===== src/rtl/sram_fifo_pkg.sv =====
// Shared helpers for the SRAM FIFO read-side blocks: lane counter sizing and
// the lane-valid mask produced from a lane count.
package sram_fifo_pkg;

   // A counter that must hold 0..ratio inclusive needs one extra code point.
   function automatic int lane_cnt_w(input int ratio);
      return $clog2(ratio + 1);
   endfunction

   // Low cnt bits set; cnt == RATIO naturally yields the all-ones mask.
   function automatic logic [31:0] keep_mask(input logic [31:0] cnt);
      return (32'd1 << cnt) - 32'd1;
   endfunction

endpackage


===== src/rtl/fifo_burst_reader.sv =====
// Pops words from a show-ahead FIFO, packs RATIO of them into one wide beat and
// presents it on a valid/ready port; a flush request closes a partial beat early.
module fifo_burst_reader
   import sram_fifo_pkg::*;
#(
   parameter int WIDTH = 8,
   parameter int RATIO = 4
) (
   input  logic                     clk_i,
   input  logic                     rst_i,
   input  logic                     fifo_empty_i,
   input  logic [WIDTH-1:0]         fifo_data_i,
   output logic                     fifo_rd_en_o,
   input  logic                     flush_i,
   output logic                     m_valid_o,
   input  logic                     m_ready_i,
   output logic [WIDTH*RATIO-1:0]   m_data_o,
   output logic [RATIO-1:0]         m_keep_o
);

   localparam int CW = lane_cnt_w(RATIO);
   localparam logic [CW-1:0] FULL_CNT = CW'(RATIO);

   logic [CW-1:0]            laneCnt_q, laneCnt_d;
   logic [CW-1:0]            popIdx;
   logic                     flushPend_q, flushPend_d;
   logic                     mValid_q;
   logic [WIDTH*RATIO-1:0]   mData_q;
   logic [RATIO-1:0]         mKeep_q;
   logic [WIDTH*RATIO-1:0]   asmLanes;
   logic [WIDTH*RATIO-1:0]   xferData;
   logic [RATIO-1:0]         xferKeep;
   logic                     asmFull, outFree, xfer, rdEn;

   // Decide beat transfer, pop permission and where the popped word lands.
   // A pop in the same cycle as a transfer starts the next beat at lane 0.
   always_comb begin
      asmFull     = (laneCnt_q == FULL_CNT);
      outFree     = ~mValid_q | m_ready_i;
      xfer        = outFree & (asmFull | (flushPend_q & (laneCnt_q != '0)));
      rdEn        = ~rst_i & ~fifo_empty_i & ~flushPend_q & (~asmFull | xfer);
      popIdx      = xfer ? '0 : laneCnt_q;
      laneCnt_d   = popIdx + CW'(rdEn);
      xferKeep    = RATIO'(keep_mask(32'(laneCnt_q)));
      xferData    = '0;
      for (int k = 0; k < RATIO; k++) begin
         if (xferKeep[k]) begin
            xferData[k*WIDTH +: WIDTH] = asmLanes[k*WIDTH +: WIDTH];
         end
      end
      // An empty assembly never produces a beat, so a pending flush with
      // nothing collected simply dissolves.
      if (flushPend_q) begin
         flushPend_d = ~(xfer | (laneCnt_q == '0));
      end else begin
         flushPend_d = flush_i;
      end
   end

   for (genvar k = 0; k < RATIO; k++) begin : g_lane
      logic [WIDTH-1:0] lane_q;

      always_ff @(posedge clk_i) begin
         if (rst_i) begin
            lane_q <= '0;
         end else if (rdEn && (popIdx == CW'(k))) begin
            lane_q <= fifo_data_i;
         end
      end

      assign asmLanes[k*WIDTH +: WIDTH] = lane_q;
   end

   // Output register holds the beat steady until accepted; it reloads in the
   // accept cycle itself when another beat is ready, so there is no bubble.
   always_ff @(posedge clk_i) begin
      if (rst_i) begin
         laneCnt_q   <= '0;
         flushPend_q <= 1'b0;
         mValid_q    <= 1'b0;
         mData_q     <= '0;
         mKeep_q     <= '0;
      end else begin
         laneCnt_q   <= laneCnt_d;
         flushPend_q <= flushPend_d;
         if (outFree) begin
            mValid_q <= xfer;
         end
         if (xfer) begin
            mData_q <= xferData;
            mKeep_q <= xferKeep;
         end
      end
   end

   assign fifo_rd_en_o = rdEn;
   assign m_valid_o    = mValid_q;
   assign m_data_o     = mData_q;
   assign m_keep_o     = mKeep_q;

endmodule


===== config.mk =====
export PLATFORM = sky130hd
export DESIGN_NAME = fifo_burst_reader
export DESIGN_NICKNAME = d
export VERILOG_FILES = /design/src/rtl/sram_fifo_pkg.sv /design/src/rtl/fifo_burst_reader.sv
export SDC_FILE = /design/constraint.sdc
export NUM_CORES = 1
export LEC_CHECK = 0
export BUFFER_PORTS_ARGS = -buffer_cell sky130_fd_sc_hd__clkbuf_2
export CAP_MARGIN = 25
export CELL_PAD_IN_SITES_DETAIL_PLACEMENT = 1
export CELL_PAD_IN_SITES_GLOBAL_PLACEMENT = 1
export CORE_ASPECT_RATIO = 1.2
export CORE_MARGIN = 3
export CORE_UTILIZATION = 34
export CTS_BUF_LIST = sky130_fd_sc_hd__clkbuf_4
export DETAILED_ROUTE_END_ITERATION = 10
export GPL_ROUTABILITY_DRIVEN = 0
export HOLD_SLACK_MARGIN = 0.08
export PLACE_DENSITY = 0.71
export SLEW_MARGIN = 15
export SYNTH_ARGS = -nofsm -noshare
export SYNTH_HDL_FRONTEND = slang
export SYNTH_SLANG_ARGS = --single-unit

===== constraint.sdc =====
create_clock -name clk_i -period 4.2 [get_ports clk_i]
set_input_delay 0.42 -clock clk_i [delete_from_list [all_inputs] [get_ports clk_i]]
set_output_delay 0.42 -clock clk_i [all_outputs]
set_load 0.1 [all_outputs]

# Word-level counts from Yosys, hierarchy flattened
# Index checks and enable logic that the tools add are counted.
# word_totals
register_bits,73
n_memories,0
latch_bits,0
inputBits,13
wordCells,44
rom_bits,0
ram_bits,0
output_inout_bits,38
# op_classes
n_reduce_logical,7
n_mul,0
n_mux,6
n_shift,1
n_div,0
n_bitwise,15
eq_ne,4
n_addsub,2
order_cmp,0
# ops
op,count
$mux 8,4
$eq 3x2->1 const B,2
$logic_not 3->1,2
$not 1->1,6
$and 1x1->1,5
$logic_and 1x1->1,4
$or 1x1->1,4
$shl 1x3->4 const A,1
$sub 4x1->4 const B,1
$add 3x1->3,1
$eq 3x1->1 const B,1
$eq 3x3->1 const B,1
$mux 3,1
$reduce_bool 3->1,1
$mux 1,1

# Logic depth before layout (Yosys ltp)
# depth
word_depth,7
ltp_mapped,10
ltp_nobuf,7

# Worst setup path after synthesis
# Ideal clock, no wire load.
# synth_path
kind,register to register
from,"reg mValid_q, in the netlist m_valid_o"
to,reg laneCnt_q[2]
setup_time_ns,0.078
path_buffers,0
period_less_slack_ns,3.309
required_ns,4.122
stages_incl_launch_ff,7
setup_slack_ns,0.891
t_arrival_ns,3.231
path_cell_list,dfxtp_1 -> nor2b_1 -> a21oi_1 -> ha_1 -> nand2_1 -> xor2_1 -> nor3_1
# synth_via
elab_chain_len,6
elab_cells_between_ends,7
classes_between,1 x add/sub; 1 x mux; 5 x bitwise
# synth_rtl
item,line,rtl
from (decl),fifo_burst_reader.sv:27,logic mValid_q;
from (signal assigned),fifo_burst_reader.sv:87,mValid_q <= xfer;
$not 1->1,fifo_burst_reader.sv:39,outFree = ~mValid_q | m_ready_i;
$or 1x1->1,fifo_burst_reader.sv:39,
$and 1x1->1,fifo_burst_reader.sv:40,xfer = outFree & (asmFull | (flushPend_q & (laneCnt_q != '0)));
$or 1x1->1,fifo_burst_reader.sv:41,rdEn = ~rst_i & ~fifo_empty_i & ~flushPend_q & (~asmFull | xfer);
$and 1x1->1,fifo_burst_reader.sv:41,
net fifo_rd_en_o,fifo_burst_reader.sv:13,"output logic fifo_rd_en_o,"
$add 3x1->3,fifo_burst_reader.sv:43,laneCnt_d = popIdx + CW'(rdEn);
to (signal assigned),fifo_burst_reader.sv:84,laneCnt_q <= laneCnt_d;
to (decl),fifo_burst_reader.sv:24,"logic [CW-1:0] laneCnt_q, laneCnt_d;"
# The timed path passes the listed nets, and every way through them passes these cells.
# A chain may end at the register's enable or synchronous reset.

# Worst setup path after layout
# layout_path
from,reg laneCnt_q[1]
to,out fifo_rd_en_o
# layout_via
elab_chain_len,6
elab_cells_between_ends,8
classes_between,1 x eq/ne; 6 x bitwise; 1 x reduce/logical
# layout_rtl
item,line
$reduce_bool 3->1,fifo_burst_reader.sv:40
$and 1x1->1,fifo_burst_reader.sv:40
$or 1x1->1,fifo_burst_reader.sv:40
$and 1x1->1,fifo_burst_reader.sv:40
$or 1x1->1 (*),fifo_burst_reader.sv:41
$and 1x1->1 (*),fifo_burst_reader.sv:41
to (decl),fifo_burst_reader.sv:13
# Every way passes the cells marked *; elsewhere a longest branch is shown, timed or not.

==> impl_metrics.yaml <==
status:
  outcome: "finished clean"
yosys:
  ys_seq_elements: 73
  synth-compound-area-share_pct: 10.92
  synthXorXnorAreaFrac_pct: 0.6425
  syn-num-nets: 302
  synth-seq-area-share_pct: 53.60
  synth-simple-area-share_pct: 19.27
  synthMuxAreaShare_pct: 11.75
  ys_warn_count: 0
  synth_top_family_by_area: "simple AND/OR/NAND/NOR gates"
  syn_area_per_cell_um2: 9.467
  syn-cell-area_um2: 2726
  netlist_instances: 288
  synth_fa_ha_area_share_pct: 0.4589
  synth.distinct_cells: 32
cts:
  clk_latency_ns: 0.41
  clkTransAtPathRegs_ns: 0.11
  cts_buffers: 9
  cts.path.max_buffers: 2
  cts_resized: 0
  clkSinkCount: 73
  cts_tree: "built"
  cts-root-buf: "clkbuf_4"
  htreeDepth: 3
  hold_buffers: 0
  cts_setup_buffers: 0
worst_setup_path:
  path_class: "reg2out"
  critPathLaunchType: "register"
  max_stage_delay_ns: 0.59
  path_delay_family: "flip-flops"
  cp_max_fo: 12
  cp_data_required_time_ns: 3.78
  slowest_stage: "dfxtp_1"
  arrival_ns: 2.05
  endpoint_kind: "output port"
  crit_start: "laneCnt_q[1]"
  path_cells: "nor2_1, and2_1, a21oi_1, clkbuf_2"
  rr_startpoint: "laneCnt_q[2]"
  critical_path_buf_inv_count: 1
cells_and_area:
  num_antenna_cells: 0
  final_cells: 426
  syn_to_final_growth_pct: 15.74
  drive_gt1_share_pct: 21.86
  nNetsFinal: 344
  fillers: 924
timing:
  fin_crit_ns: 2.475
  slew_violations: 0
  fmax_ghz: 0.4041
  slew_headroom_pct: 43.96
  fin_setup_tns_ns: 0
  hold_viol: 0
  fin_crit_sh_pct: 58.93
  finalSetupViolations: 0
  fin_worst_skew_ns: 0.006601
  whs_ns: 0.2516
  worstMarginPinSlew_ns: 0.8406
  fin_ws_ns: 1.725
  rsz0062_at_grt: "false"
drt:
  drtIter0Drc: 120
  wl_per_cell_um: 15.59
  drt-total-wl_um: 6641
  vias: 2151
  vias_per_cell: 5.049
  drc: 0
  dr.pass1.iters: 4
  postRouteAntennaNets: 0
floorplanning:
  fp.dieW_um: 87.75
  initial_core_util_pct: 35.17
  die_area_um2: 9134
  die_h_um: 104.1
  core_um2: 7751
  rows: 35
  io_pins: 51
placement:
  dpl.hpwl_um: 4357
  place_ws_ns: 1.719
  portBuffers: 50
  placed_cells: 411
power_and_ir_drop:
  intPower_mw: 0.8994
  p_sw_mw: 0.3025
  sw_frac_of_total_pct: 25.17
  power_mw: 1.202
  pwr-share-clk_pct: 34.8
  power_frac_comb_pct: 6.3
  p_per_area_nw_per_um2: 380.9
  ir_drop_mv: 0.1359
  p_leak_nw: 1.297
  p_seq_share_pct: 58.9
worst_hold_path:
  holdCritPathClass: "in2reg"
  min_from: "flush_i"
global_route:
  grt_max_degree: 83
  gr-total-overflow: 0
  antenna_found_initial: 0
  grt_pass1_vias: 2151
  grt_pass1_wl_um: 10810
  grtUsageTotal_pct: 15.33
run:
  cap_violations: 0
-- cells in the mapped netlist --
| cell | number | share of area, % |
|---|---|---|
| a21oi_1 | 22 | 4.0 |
| o311ai_0 | 1 | 0.32 |
| a2111oi_4 | 1 | 1.0 |
| nand2_1 | 28 | 3.9 |
| mux2i_1 | 32 | 12 |
| o21ai_0 | 9 | 1.7 |
| buf_4 | 1 | 0.28 |
| nor3_1 | 2 | 0.37 |
| buf_2 | 4 | 0.73 |
| xnor2_1 | 1 | 0.32 |
| a21o_1 | 1 | 0.28 |
| nand2b_1 | 10 | 2.3 |
| or3_4 | 1 | 0.41 |
| a21boi_0 | 1 | 0.28 |
| o221a_2 | 1 | 0.41 |
| nor2b_1 | 3 | 0.69 |
| or3b_2 | 1 | 0.32 |
| ha_1 | 1 | 0.46 |
| nand3b_1 | 8 | 2.2 |
| nor4b_1 | 1 | 0.32 |
| and2_1 | 2 | 0.46 |
| a21oi_2 | 1 | 0.32 |
| clkbuf_1 | 17 | 2.3 |
| or4b_2 | 1 | 0.37 |
| dfxtp_1 | 73 | 54 |
| nor2_1 | 45 | 6.2 |
| a31oi_1 | 1 | 0.23 |
| xor2_1 | 1 | 0.32 |
| nand4b_1 | 1 | 0.32 |
| a22oi_1 | 8 | 2.2 |
| o21ai_1 | 1 | 0.18 |
| nand3_1 | 8 | 1.5 |
-- path summary, 6_finish.rpt --
| path | depth (start not counted) | to | slack (ns) |
|---|---|---|---|
| max | 4 | fifo_rd_en_o | 1.73 |
| min | 3 | flushPend_q | 0.25 |
| max reg2reg | 4 | m_data_o[24] | 1.78 |
| min reg2reg | 2 | m_data_o[29] | 0.46 |
-- power by group through the flow --
stage | logic (mW) | registers [mW] | clock network, mW
after floorplan | 0.0466 | 0.729 | 0
after global placement | 0.0757 | 0.724 | 0
after detailed placement | 0.0767 | 0.724 | 0
after CTS | 0.0770 | 0.709 | 0.434
after global routing | 0.0824 | 0.711 | 0.466
final | 0.0755 | 0.708 | 0.418
-- metal layers --
| layer | wire length [um] | track usage (%) | share of wire, % | vias to the layer above |
|---|---|---|---|---|
| met3 | 284 | 3.090 | 4.3 | 10 |
| li1 | - | - | - | 1061 |
| met2 | 3217 | 23.92 | 48 | 40 |
| met1 | 3017 | 19.83 | 45 | 1040 |
| met4 | 121 | 7.566 | 1.8 | 0 |
| met5 | 0 | 0 | 0 | - |
-- metrics by stage --
stage | cell area [um2] | util [%]
floorplan | 2726 | -
global placement | 3029 | 39.08
detailed placement | 3029 | 39.08
CTS | 3156 | 40.71
global route | 3156 | 40.71
finish | 3156 | 40.71
-- kinds of logic after synthesis --
logic type / Yosys count
multiplexers: 32
AO/OA/AOI/OAI: 47
XOR/XNOR: 2
flip-flops: 73
adder cells (fa/ha/maj): 1
AND/OR/NAND/NOR: 111
buffers and inverters: 22
-- worst reg2reg max path, stage by stage, from the launching register on --
cell and delay, ns:
dfxtp_1 0.79, or3b_2 0.55, a21oi_2 0.69, nand3_1 0.17, a21oi_1 0.17
-- registers in the layout, summed over array words and instances, names as in the netlist --
name	cells
laneCnt_q	3
m_keep_o	4
g_lane.lane_q	32
m_valid_o	1
flushPend_q	1
m_data_o	32
-- cell type report --
class | count | area [um2] | share of cell area, %
sequential | 73 | 1461 | 46.31
multi-input combinational | 193 | 1180 | 37.39
timing repair buffer | 53 | 272.8 | 8.644
tap | 92 | 115.1 | 3.648
clock buffer | 9 | 67.56 | 2.141
clock inverter | 6 | 58.81 | 1.864
-- cells in the final DEF (no fill, tap or decap), types with 2 or more instances in the layout --
cell type / count
clkbuf_4: 9
clkbuf_2: 50
nand2_1: 28
clkinv_1: 2
mux2i_1: 32
nor2b_1: 3
nor2_1: 45
nand3_1: 8
nor3_1: 2
dfxtp_1: 73
nand3b_1: 8
nand2b_1: 10
a22oi_1: 8
buf_4: 3
a21oi_1: 22
and2_1: 2
o21ai_0: 9
Note: power is estimated with default switching activity, not from simulation.
